==> src/rtl/id_issue_pkg.sv <==
// Shared RV32I decode definitions for the id_issue stage: opcodes, itype bit
// positions, ALU function codes and the packed issue bundle.
package id_issue_pkg;

  localparam int XLEN = 32;

  localparam logic [6:0] OPC_OP     = 7'b0110011;
  localparam logic [6:0] OPC_OP_IMM = 7'b0010011;
  localparam logic [6:0] OPC_LOAD   = 7'b0000011;
  localparam logic [6:0] OPC_JALR   = 7'b1100111;
  localparam logic [6:0] OPC_STORE  = 7'b0100011;
  localparam logic [6:0] OPC_BRANCH = 7'b1100011;
  localparam logic [6:0] OPC_LUI    = 7'b0110111;
  localparam logic [6:0] OPC_AUIPC  = 7'b0010111;
  localparam logic [6:0] OPC_JAL    = 7'b1101111;

  // One-hot itype bit positions: {R,I,S,B,U,J} occupies bits [5:0].
  localparam int ITYPE_R = 5;
  localparam int ITYPE_I = 4;
  localparam int ITYPE_S = 3;
  localparam int ITYPE_B = 2;
  localparam int ITYPE_U = 1;
  localparam int ITYPE_J = 0;

  // fun = {funct3, funct7}
  localparam logic [9:0] FUN_ADD = 10'h000;
  localparam logic [9:0] FUN_SUB = 10'h020;

  typedef struct packed {
    logic [9:0]      fun;
    logic [5:0]      itype;
    logic [XLEN-1:0] in1;
    logic [XLEN-1:0] in2;
    logic [4:0]      rd;
    logic            rd_we;
    logic            illegal;
  } bundle_t;

  localparam int BUNDLE_W = $bits(bundle_t);

endpackage

==> src/rtl/id_issue_skid_buf.sv <==
// Generic 2-entry valid/ready skid buffer: main register M drives the output,
// skid register K catches the one beat that arrives while M is stalled.
module skid_buf #(
  parameter int DW = 8
) (
  input  logic          clk,
  input  logic          rst_n,
  input  logic          flush,
  input  logic          in_valid,
  output logic          in_ready,
  input  logic [DW-1:0] in_data,
  output logic          out_valid,
  input  logic          out_ready,
  output logic [DW-1:0] out_data
);

  logic [DW-1:0] m_data;
  logic [DW-1:0] k_data;
  logic          m_valid;
  logic          k_valid;
  logic          in_fire;
  logic          m_free;

  // in_ready depends only on K occupancy, so it never combinationally follows out_ready.
  assign in_ready  = ~k_valid;
  assign out_valid = m_valid;
  assign out_data  = m_data;
  assign in_fire   = in_valid & in_ready;
  assign m_free    = ~m_valid | out_ready;

  always_ff @(posedge clk or negedge rst_n) begin
    if (!rst_n) begin
      m_data  <= '0;
      k_data  <= '0;
      m_valid <= 1'b0;
      k_valid <= 1'b0;
    end else if (flush) begin
      m_valid <= 1'b0;
      k_valid <= 1'b0;
    end else if (m_free) begin
      if (k_valid) begin
        m_data  <= k_data;
        m_valid <= 1'b1;
        k_valid <= 1'b0;
      end else begin
        m_valid <= in_fire;
        if (in_fire) m_data <= in_data;
      end
    end else if (in_fire) begin
      k_data  <= in_data;
      k_valid <= 1'b1;
    end
  end

endmodule

==> src/rtl/id_issue.sv <==
// RV32I decode/issue stage: decodes instruction + register operands into the
// ALU32 operand bundle and writeback tag, registered through a skid buffer.
module id_issue
  import id_issue_pkg::*;
#(
  parameter int WIDTH = 32,
  parameter int PCW   = 32
) (
  input  logic             clk,
  input  logic             rst_n,
  input  logic             flush,
  input  logic             in_valid,
  output logic             in_ready,
  input  logic [31:0]      in_inst,
  input  logic [PCW-1:0]   in_pc,
  input  logic [WIDTH-1:0] rs1_data,
  input  logic [WIDTH-1:0] rs2_data,
  output logic             out_valid,
  input  logic             out_ready,
  output logic [9:0]       out_fun,
  output logic [5:0]       out_itype,
  output logic [WIDTH-1:0] out_in1,
  output logic [WIDTH-1:0] out_in2,
  output logic [4:0]       out_rd,
  output logic             out_rd_we,
  output logic             out_illegal
);

  logic [6:0]       opc;
  logic [2:0]       f3;
  logic [6:0]       f7;
  logic [WIDTH-1:0] imm_i;
  logic [WIDTH-1:0] imm_s;
  logic [WIDTH-1:0] imm_u;
  logic [WIDTH-1:0] pc_x;
  logic             ok;
  logic             we;
  bundle_t          dec;
  bundle_t          held;

  assign opc   = in_inst[6:0];
  assign f3    = in_inst[14:12];
  assign f7    = in_inst[31:25];
  assign imm_i = {{20{in_inst[31]}}, in_inst[31:20]};
  assign imm_s = {{20{in_inst[31]}}, in_inst[31:25], in_inst[11:7]};
  assign imm_u = {in_inst[31:12], 12'b0};
  assign pc_x  = WIDTH'(in_pc);

  always_comb begin
    dec    = '0;
    dec.rd = in_inst[11:7];
    ok     = (in_inst[1:0] == 2'b11);
    we     = 1'b1;
    case (opc)
      OPC_OP: begin
        dec.itype[ITYPE_R] = 1'b1;
        dec.fun = {f3, f7};
        dec.in1 = rs1_data;
        dec.in2 = rs2_data;
        if (!((f7 == 7'h00) || ((f7 == 7'h20) && ((f3 == 3'd0) || (f3 == 3'd5))))) ok = 1'b0;
      end
      OPC_OP_IMM: begin
        // funct7 is forced to 0 so addi never turns into a subtract; srai is
        // recognised by the ALU from in2[11:5].
        dec.itype[ITYPE_I] = 1'b1;
        dec.fun = {f3, 7'h00};
        dec.in1 = rs1_data;
        dec.in2 = imm_i;
        if ((f3 == 3'd1) && (f7 != 7'h00)) ok = 1'b0;
        if ((f3 == 3'd5) && (f7 != 7'h00) && (f7 != 7'h20)) ok = 1'b0;
      end
      OPC_LOAD: begin
        dec.itype[ITYPE_I] = 1'b1;
        dec.fun = FUN_ADD;
        dec.in1 = rs1_data;
        dec.in2 = imm_i;
      end
      OPC_JALR: begin
        // ALU computes the link value; the target is formed elsewhere.
        dec.itype[ITYPE_I] = 1'b1;
        dec.fun = FUN_ADD;
        dec.in1 = pc_x;
        dec.in2 = WIDTH'(4);
      end
      OPC_STORE: begin
        dec.itype[ITYPE_S] = 1'b1;
        dec.fun = FUN_ADD;
        dec.in1 = rs1_data;
        dec.in2 = imm_s;
        we = 1'b0;
      end
      OPC_BRANCH: begin
        dec.itype[ITYPE_B] = 1'b1;
        dec.fun = FUN_SUB;
        dec.in1 = rs1_data;
        dec.in2 = rs2_data;
        we = 1'b0;
      end
      OPC_LUI: begin
        dec.itype[ITYPE_U] = 1'b1;
        dec.fun = FUN_ADD;
        dec.in2 = imm_u;
      end
      OPC_AUIPC: begin
        dec.itype[ITYPE_U] = 1'b1;
        dec.fun = FUN_ADD;
        dec.in1 = pc_x;
        dec.in2 = imm_u;
      end
      OPC_JAL: begin
        dec.itype[ITYPE_J] = 1'b1;
        dec.fun = FUN_ADD;
        dec.in1 = pc_x;
        dec.in2 = WIDTH'(4);
      end
      default: ok = 1'b0;
    endcase
    if (!ok) begin
      dec.fun   = '0;
      dec.itype = '0;
      dec.in1   = '0;
      dec.in2   = '0;
    end
    dec.illegal = ~ok;
    dec.rd_we   = we & ok & (dec.rd != 5'd0);
  end

  // Handshake: a beat moves on in_valid & in_ready (input) and on
  // out_valid & out_ready (output); valid never waits on ready, and a presented
  // output holds its value until accepted or flushed.
  skid_buf #(.DW(BUNDLE_W)) u_skid (
    .clk       (clk),
    .rst_n     (rst_n),
    .flush     (flush),
    .in_valid  (in_valid),
    .in_ready  (in_ready),
    .in_data   (dec),
    .out_valid (out_valid),
    .out_ready (out_ready),
    .out_data  (held)
  );

  assign out_fun     = held.fun;
  assign out_itype   = held.itype;
  assign out_in1     = held.in1;
  assign out_in2     = held.in2;
  assign out_rd      = held.rd;
  assign out_rd_we   = held.rd_we;
  assign out_illegal = held.illegal;

endmodule
==> config.mk <==
export PLATFORM = sky130hd
export DESIGN_NAME = id_issue
export DESIGN_NICKNAME = d
export VERILOG_FILES = /design/src/rtl/id_issue_pkg.sv /design/src/rtl/id_issue_skid_buf.sv /design/src/rtl/id_issue.sv
export SDC_FILE = /design/constraint.sdc
export NUM_CORES = 1
export LEC_CHECK = 0
export CAP_MARGIN = 20
export CORE_UTILIZATION = 49
export CTS_BUF_LIST = sky130_fd_sc_hd__clkbuf_8 sky130_fd_sc_hd__clkbuf_16
export DETAILED_ROUTE_END_ITERATION = 12
export GPL_TIMING_DRIVEN = 0
export PLACE_DENSITY_LB_ADDON = 0.1
export SYNTH_ARGS = -nofsm -noshare
export SYNTH_HDL_FRONTEND = slang
export SYNTH_SLANG_ARGS = --single-unit
==> constraint.sdc <==
create_clock -name clk -period 2.4 [get_ports clk]
set_input_delay 0.24 -clock clk [delete_from_list [all_inputs] [get_ports clk]]
set_output_delay 0.24 -clock clk [all_outputs]
set_load 0.02 [all_outputs]
## Yosys cells after proc, flatten, opt, wreduce, memory -nomap -nowiden

Cells that the tools add are included.

| cells by class | value |
|---|---|
| eq/ne operators | 14 |
| muxes and demuxes | 23 |
| bitwise logic cells | 9 |
| reductions and logical operators | 24 |

Operators by type and width:

| cell | count |
|---|---|
| two-way mux 87 bit | 2 |
| one-hot mux 32 bit (5 select lines) | 1 |
| two-way mux 80 bit | 1 |
| one-hot mux 32 bit (2 select lines) | 1 |
| one-hot mux 10 bit (3 select lines) | 1 |
| == test 7 x 6 -> 1 bit, second input constant | 4 |
| == test 7 bit, second input constant | 3 |
| two-way mux 1 bit | 16 |
| == test 7 x 5 -> 1 bit, second input constant | 2 |
| OR reduction 2 bit | 5 |
| == test 7 x 2 -> 1 bit, second input constant | 1 |
| zero test 7 bit | 1 |
| inequality test 7 x 6 -> 1 bit, second input constant | 1 |
| nonzero test 7 bit | 1 |
| OR reduction 7 bit | 1 |
| AND reduction 3 bit | 2 |
| OR reduction 3 bit | 2 |
| inverter 1 bit | 5 |
| nonzero test 5 bit | 1 |
| OR reduction 5 bit | 1 |
| logical AND 1 bit | 4 |
| nonzero test 2 bit | 2 |
| bitwise AND 1 bit | 3 |
| == test 3 x 1 -> 1 bit, second input constant | 1 |
| 7 further kinds | 8 |

| word-level totals | value |
|---|---|
| flip-flop bits (word level) | 176 |
| logic and storage cells | 74 |

## Longest topological paths before layout

| depth | value |
|---|---|
| depth after elaboration | 10 |
| depth in mapped cells | 8 |

## Hierarchy

From an unflattened synthesis, not the netlist that was laid out.

| unflattened totals | value |
|---|---|
| cell total of the unflattened synthesis | 691 |
| area total of the unflattened synthesis | 8883.5 µm² |

Modules (own cells, without submodules):

| module | area each (µm²) | times used | cells an instance | sequential area each (µm²) |
|---|---|---|---|---|
| skid_buf | 7587.3 | 1 | 474 | 4404.2 |
| id_issue | 1296.2 | 1 | 217 | 0.0 |

## Least setup slack after synthesis

Ideal clock, no wire load.

| timing path | value |
|---|---|
| kind | reg-to-reg |
| from | register u_skid.m_valid (netlist: u_skid.out_valid) |
| to | register u_skid.m_data[28] (netlist: u_skid.out_data[28]) |
| required time | 2258 ps |
| period minus slack after synthesis | 1853 ps |
| path buffers | 1 |
| arrival time | 1711 ps |
| setup time | 142 ps |
| cell stages (with the launch flop) | 7 |
| path slack | 547 ps |
| path through | dfrtp_1 nor2b_1 nor3_1 nand2_1 nor2_1 clkbuf_1 a211oi_1 |

| on the way | value |
|---|---|
| cells in the longest elaborated chain, start to end | 3 |

RTL lines:

| element | RTL line | source |
|---|---|---|
| from (decl) | id_issue_skid_buf.sv:19 | `logic m_valid;` |
| from (signal assigned) | id_issue_skid_buf.sv:46 | `m_valid <= in_fire;` |
| inverter 1 bit | id_issue_skid_buf.sv:29 | `assign m_free = ~m_valid \| out_ready;` |
| OR 1 bit | id_issue_skid_buf.sv:29 |  |
| AND reduction 3 bit (no source line) | -- |  |
| to (signal assigned) | id_issue_skid_buf.sv:42 | `m_data <= k_data;` |
| to (signal assigned) | id_issue_skid_buf.sv:47 | `if (in_fire) m_data <= in_data;` |
| to (decl) | id_issue_skid_buf.sv:17 | `logic [DW-1:0] m_data;` |

No other way between the ends.
A chain may end at the register's enable or synchronous reset.

## Final worst setup path

| timing path | value |
|---|---|
| from | input in_inst[1] |
| to | register u_skid.k_data[62] |

| on the way | value |
|---|---|
| cells in the longest elaborated chain, start to end | 5 |
| elaborated cells on any way between the ends | 19 |
| classes of those cells | eq/ne: 10; mux: 6; reduce/logical: 3 |

RTL lines:

| element | RTL line | source |
|---|---|---|
| from (decl) | id_issue.sv:14 | `input logic [31:0] in_inst,` |
| parallel branches: the longest is 4 deep, another holds == test 7 bit | -- |  |
| two-way mux 80 bit (*) | id_issue.sv:118 | `if (!ok) begin` |
| to (signal assigned) | id_issue_skid_buf.sv:50 | `k_data <= in_data;` |
| to (decl) | id_issue_skid_buf.sv:18 | `logic [DW-1:0] k_data;` |

Mark *: on every way between the ends.

==> metrics.txt <==
status completed; pre-CTS WS -0.598 ns; Via density 5.97; crit-path max FO 10; Post-synth top flop dfrtp_1; Int Power 5710 uW; CTS tree done; Critical Path AT 2.66 ns; worst reg2reg path startpoint u_skid.out_valid; final core occ 0.705; Critical Path RT 2.73 ns; reg2reg end u_skid.out_data[71]; # rows 46; Synth top area share 0.546; VDD IR max 0.538 mV; Post-synth EDFFs 0; first-pass GRT wire length 39,700 um; most common library cells after synthesis 176 x dfrtp_1, 115 x nand2_1, 74 x nor2_1, 68 x a21oi_1, 63 x o31ai_1; largest net degree at the start of global routing around 120; vias in the first global route roughly 7,400; FMAX ~0.43 GHz; number of synthesis warnings 0; clock-pin slew on the worst setup and hold paths 0.07 ns; PD cells ~700 nW/um2; mean routed wirelength per cell 19.6 um; reg2reg setup slack 0.16 ns; clock share of power 0.384; net switching power figure about 2100 uW; largest area contributor in the netlist dfrtp_1; diodes inserted 0; post-route worst setup slack between 0.06 and 0.07 ns; Slew Limit Fails 0; max-capacitance violation count 0; post-synthesis sequential area ratio 0.546; worst reg-to-reg path cell count 6; CTS H-tree depth 4; full die area around 17,000 um2; first-pass iteration count of the detailed router 5; CP startpoint kind input pin; post-route ant nets 0; Die X 130 um; FF+latch count, synth between 150 and 200; synth unique cells between 40 and 50; vias between 7,000 and 8,000; clk_lat worst skew 0.44 ns; ranking of synthesized cells by area dfrtp_1 55%, o31ai_1 5.9%, nand2_1 5.4%; syn_nets just under 1,000; WHS around 0.31 ns; Flop pwr share 0.430; share of layout cells above drive strength 1 0.0704; final hold vios 0; Setup TNS 0 ns; RSZ-0062 raised after global routing false; Period minus WS final between 2 and 2.5 ns; First DRT Iteration DRCs around 660; most numerous cell in the Yosys netlist dfrtp_1; RePlAce Congestion 0.907; final-stage net count approximately 1,200; asr flop ratio synth 1.00; clock skew between 0.009 and 0.01 ns; power share of the combinational group 0.185; setup violators final 0; clock root buffer clkbuf_16; Post-route DRC 0; part of the cycle the worst path needs 0.972; total wire length between 20,000 and 30,000 um; relative slew slack 0.539; worst-margin pin slew approximately 0.69 ns; # port buffers 220; Mapped Area around 8000 um2; CP Class input pin to flip-flop; Core Region roughly 16,000 um2; Overflow after GRT 0; all-layer global routing usage 0.312; die height about 130 um; Starting Density 0.504; total leakage power ~0.0046 uW; crit path capture type flip-flop; cells after synthesis 840; Critical Path Start in_inst[1]; initial antenna violation count 0; Mapped Avg Cell Area 9.60 um2; CTS Sinks approximately 180; Hold WC Path Type input pin to asynchronous set/reset pin; Sw Share 0.272; Clock Path Buffers 2; IO Pins between 200 and 250; hpwl dp 18,200 um; cts bufs inserted 17; synth-to-layout area growth 39.8%
## registers in the layout, indices dropped and copies added, names as in the netlist
| signal | cells |
|---|---|
| u_skid.k_data | 87 |
| u_skid.k_valid | 1 |
| u_skid.out_data | 87 |
| u_skid.out_valid | 1 |
## logic make-up after synthesis
group	Yosys count	synth area share
simple gates	266	0.148
buf+inv	80	0.0400
compound gates	310	0.257
xor+xnor	2	0.00217
mux	6	0.00745
flops	176	0.546
## critical path, stage by stage
cell and delay [ns]:
clkdlybuf4s50_1 0.51, nand2_1 0.18, or3_1 0.38, a21oi_2 0.44, clkbuf_1 0.41, a22oi_1 0.21, o31ai_1 0.28
## worst max path at each step
stage / to / slack [ns] / cells after the start
floorplan: u_skid.out_data[28] / 0.55 / 6
global placement: u_skid.out_data[41] / -6.14 / 1
detailed placement: u_skid.k_data[69] / -0.60 / 7
CTS: u_skid.k_data[62] / 0.02 / 7
global route: u_skid.k_data[40] / 0.004 / 8
finish: u_skid.k_data[62] / 0.07 / 7
## power by group through the flow
stage | registers [uW] | clock network [uW] | logic, uW
2_1_floorplan | 3620 | 0 | 424
3_3_place_gp | 3430 | 0 | 1420
3_5_place_dp | 3430 | 0 | 1440
4_1_cts | 3380 | 3040 | 1450
5_1_grt | 3400 | 3160 | 1570
6_report | 3380 | 3010 | 1450
## layout make-up
| type | count | area, um2 |
|---|---|---|
| Fill cell | 1335 | 4720 |
| Sequential cell | 176 | 4400 |
| Multi-Input combinational cell | 584 | 3370 |
| Timing Repair Buffer | 222 | 2240 |
| Clock buffer | 18 | 439 |
| Buffer | 76 | 330 |
| Tap cell | 216 | 270 |
| Clock inverter | 14 | 209 |
| Inverter | 4 | 15.0 |
## placed cells by master, fill, tap and decap left out, types with 2 or more instances in the layout
cell type and instances:
a21oi_1 67, nand4_1 2, a22oi_1 53, xor2_1 2
inv_6 2, clkbuf_1 44, and3_1 12, nor2_1 72
nand3_1 12, clkinv_4 4, nand2b_1 3, bufinv_16 4
nor3_1 5, a31oi_1 4, dfrtp_1 176, clkdlybuf4s50_1 219
or4_1 2, nor2_2 3, clkinvlp_4 2, a21o_1 2
clkbuf_16 17, clkbuf_2 18, o21ai_0 30, o31ai_1 63
inv_1 4, mux2i_1 6, o211ai_1 5, or3_1 18
nand2_1 115, buf_2 12, a221oi_1 5, o22ai_1 43
and2_1 8, nor2b_1 8, a211oi_1 30
## metal layers
layer,GRT usage,up-vias,share of wire
met1,0.442,3831,0.43
met3,0.0549,50,0.077
met2,0.479,369,0.47
li1,-,3571,-
met4,0.120,0,0.024
met5,0,-,0
## what timing repair did
action | 4_1_cts | 5_1_grt
cloned | 0 | 0
endpoints found under the hold margin | 53 | 0
endpoints found under the setup margin | 63 | 148
setup buffers | 0 | 0
hold buffers | 1 | 0
gates resized for setup | 4 | 34
## through the flow
stage	total power [uW]	cell area, um2	instances
after floorplan	4040	8070	840
after global placement	4840	10500	1276
after detailed placement	4870	10600	1277
after CTS	7870	11200	1310
after global routing	8130	11300	1310
final	7850	11300	1310
(Power assumes the default switching activity.)
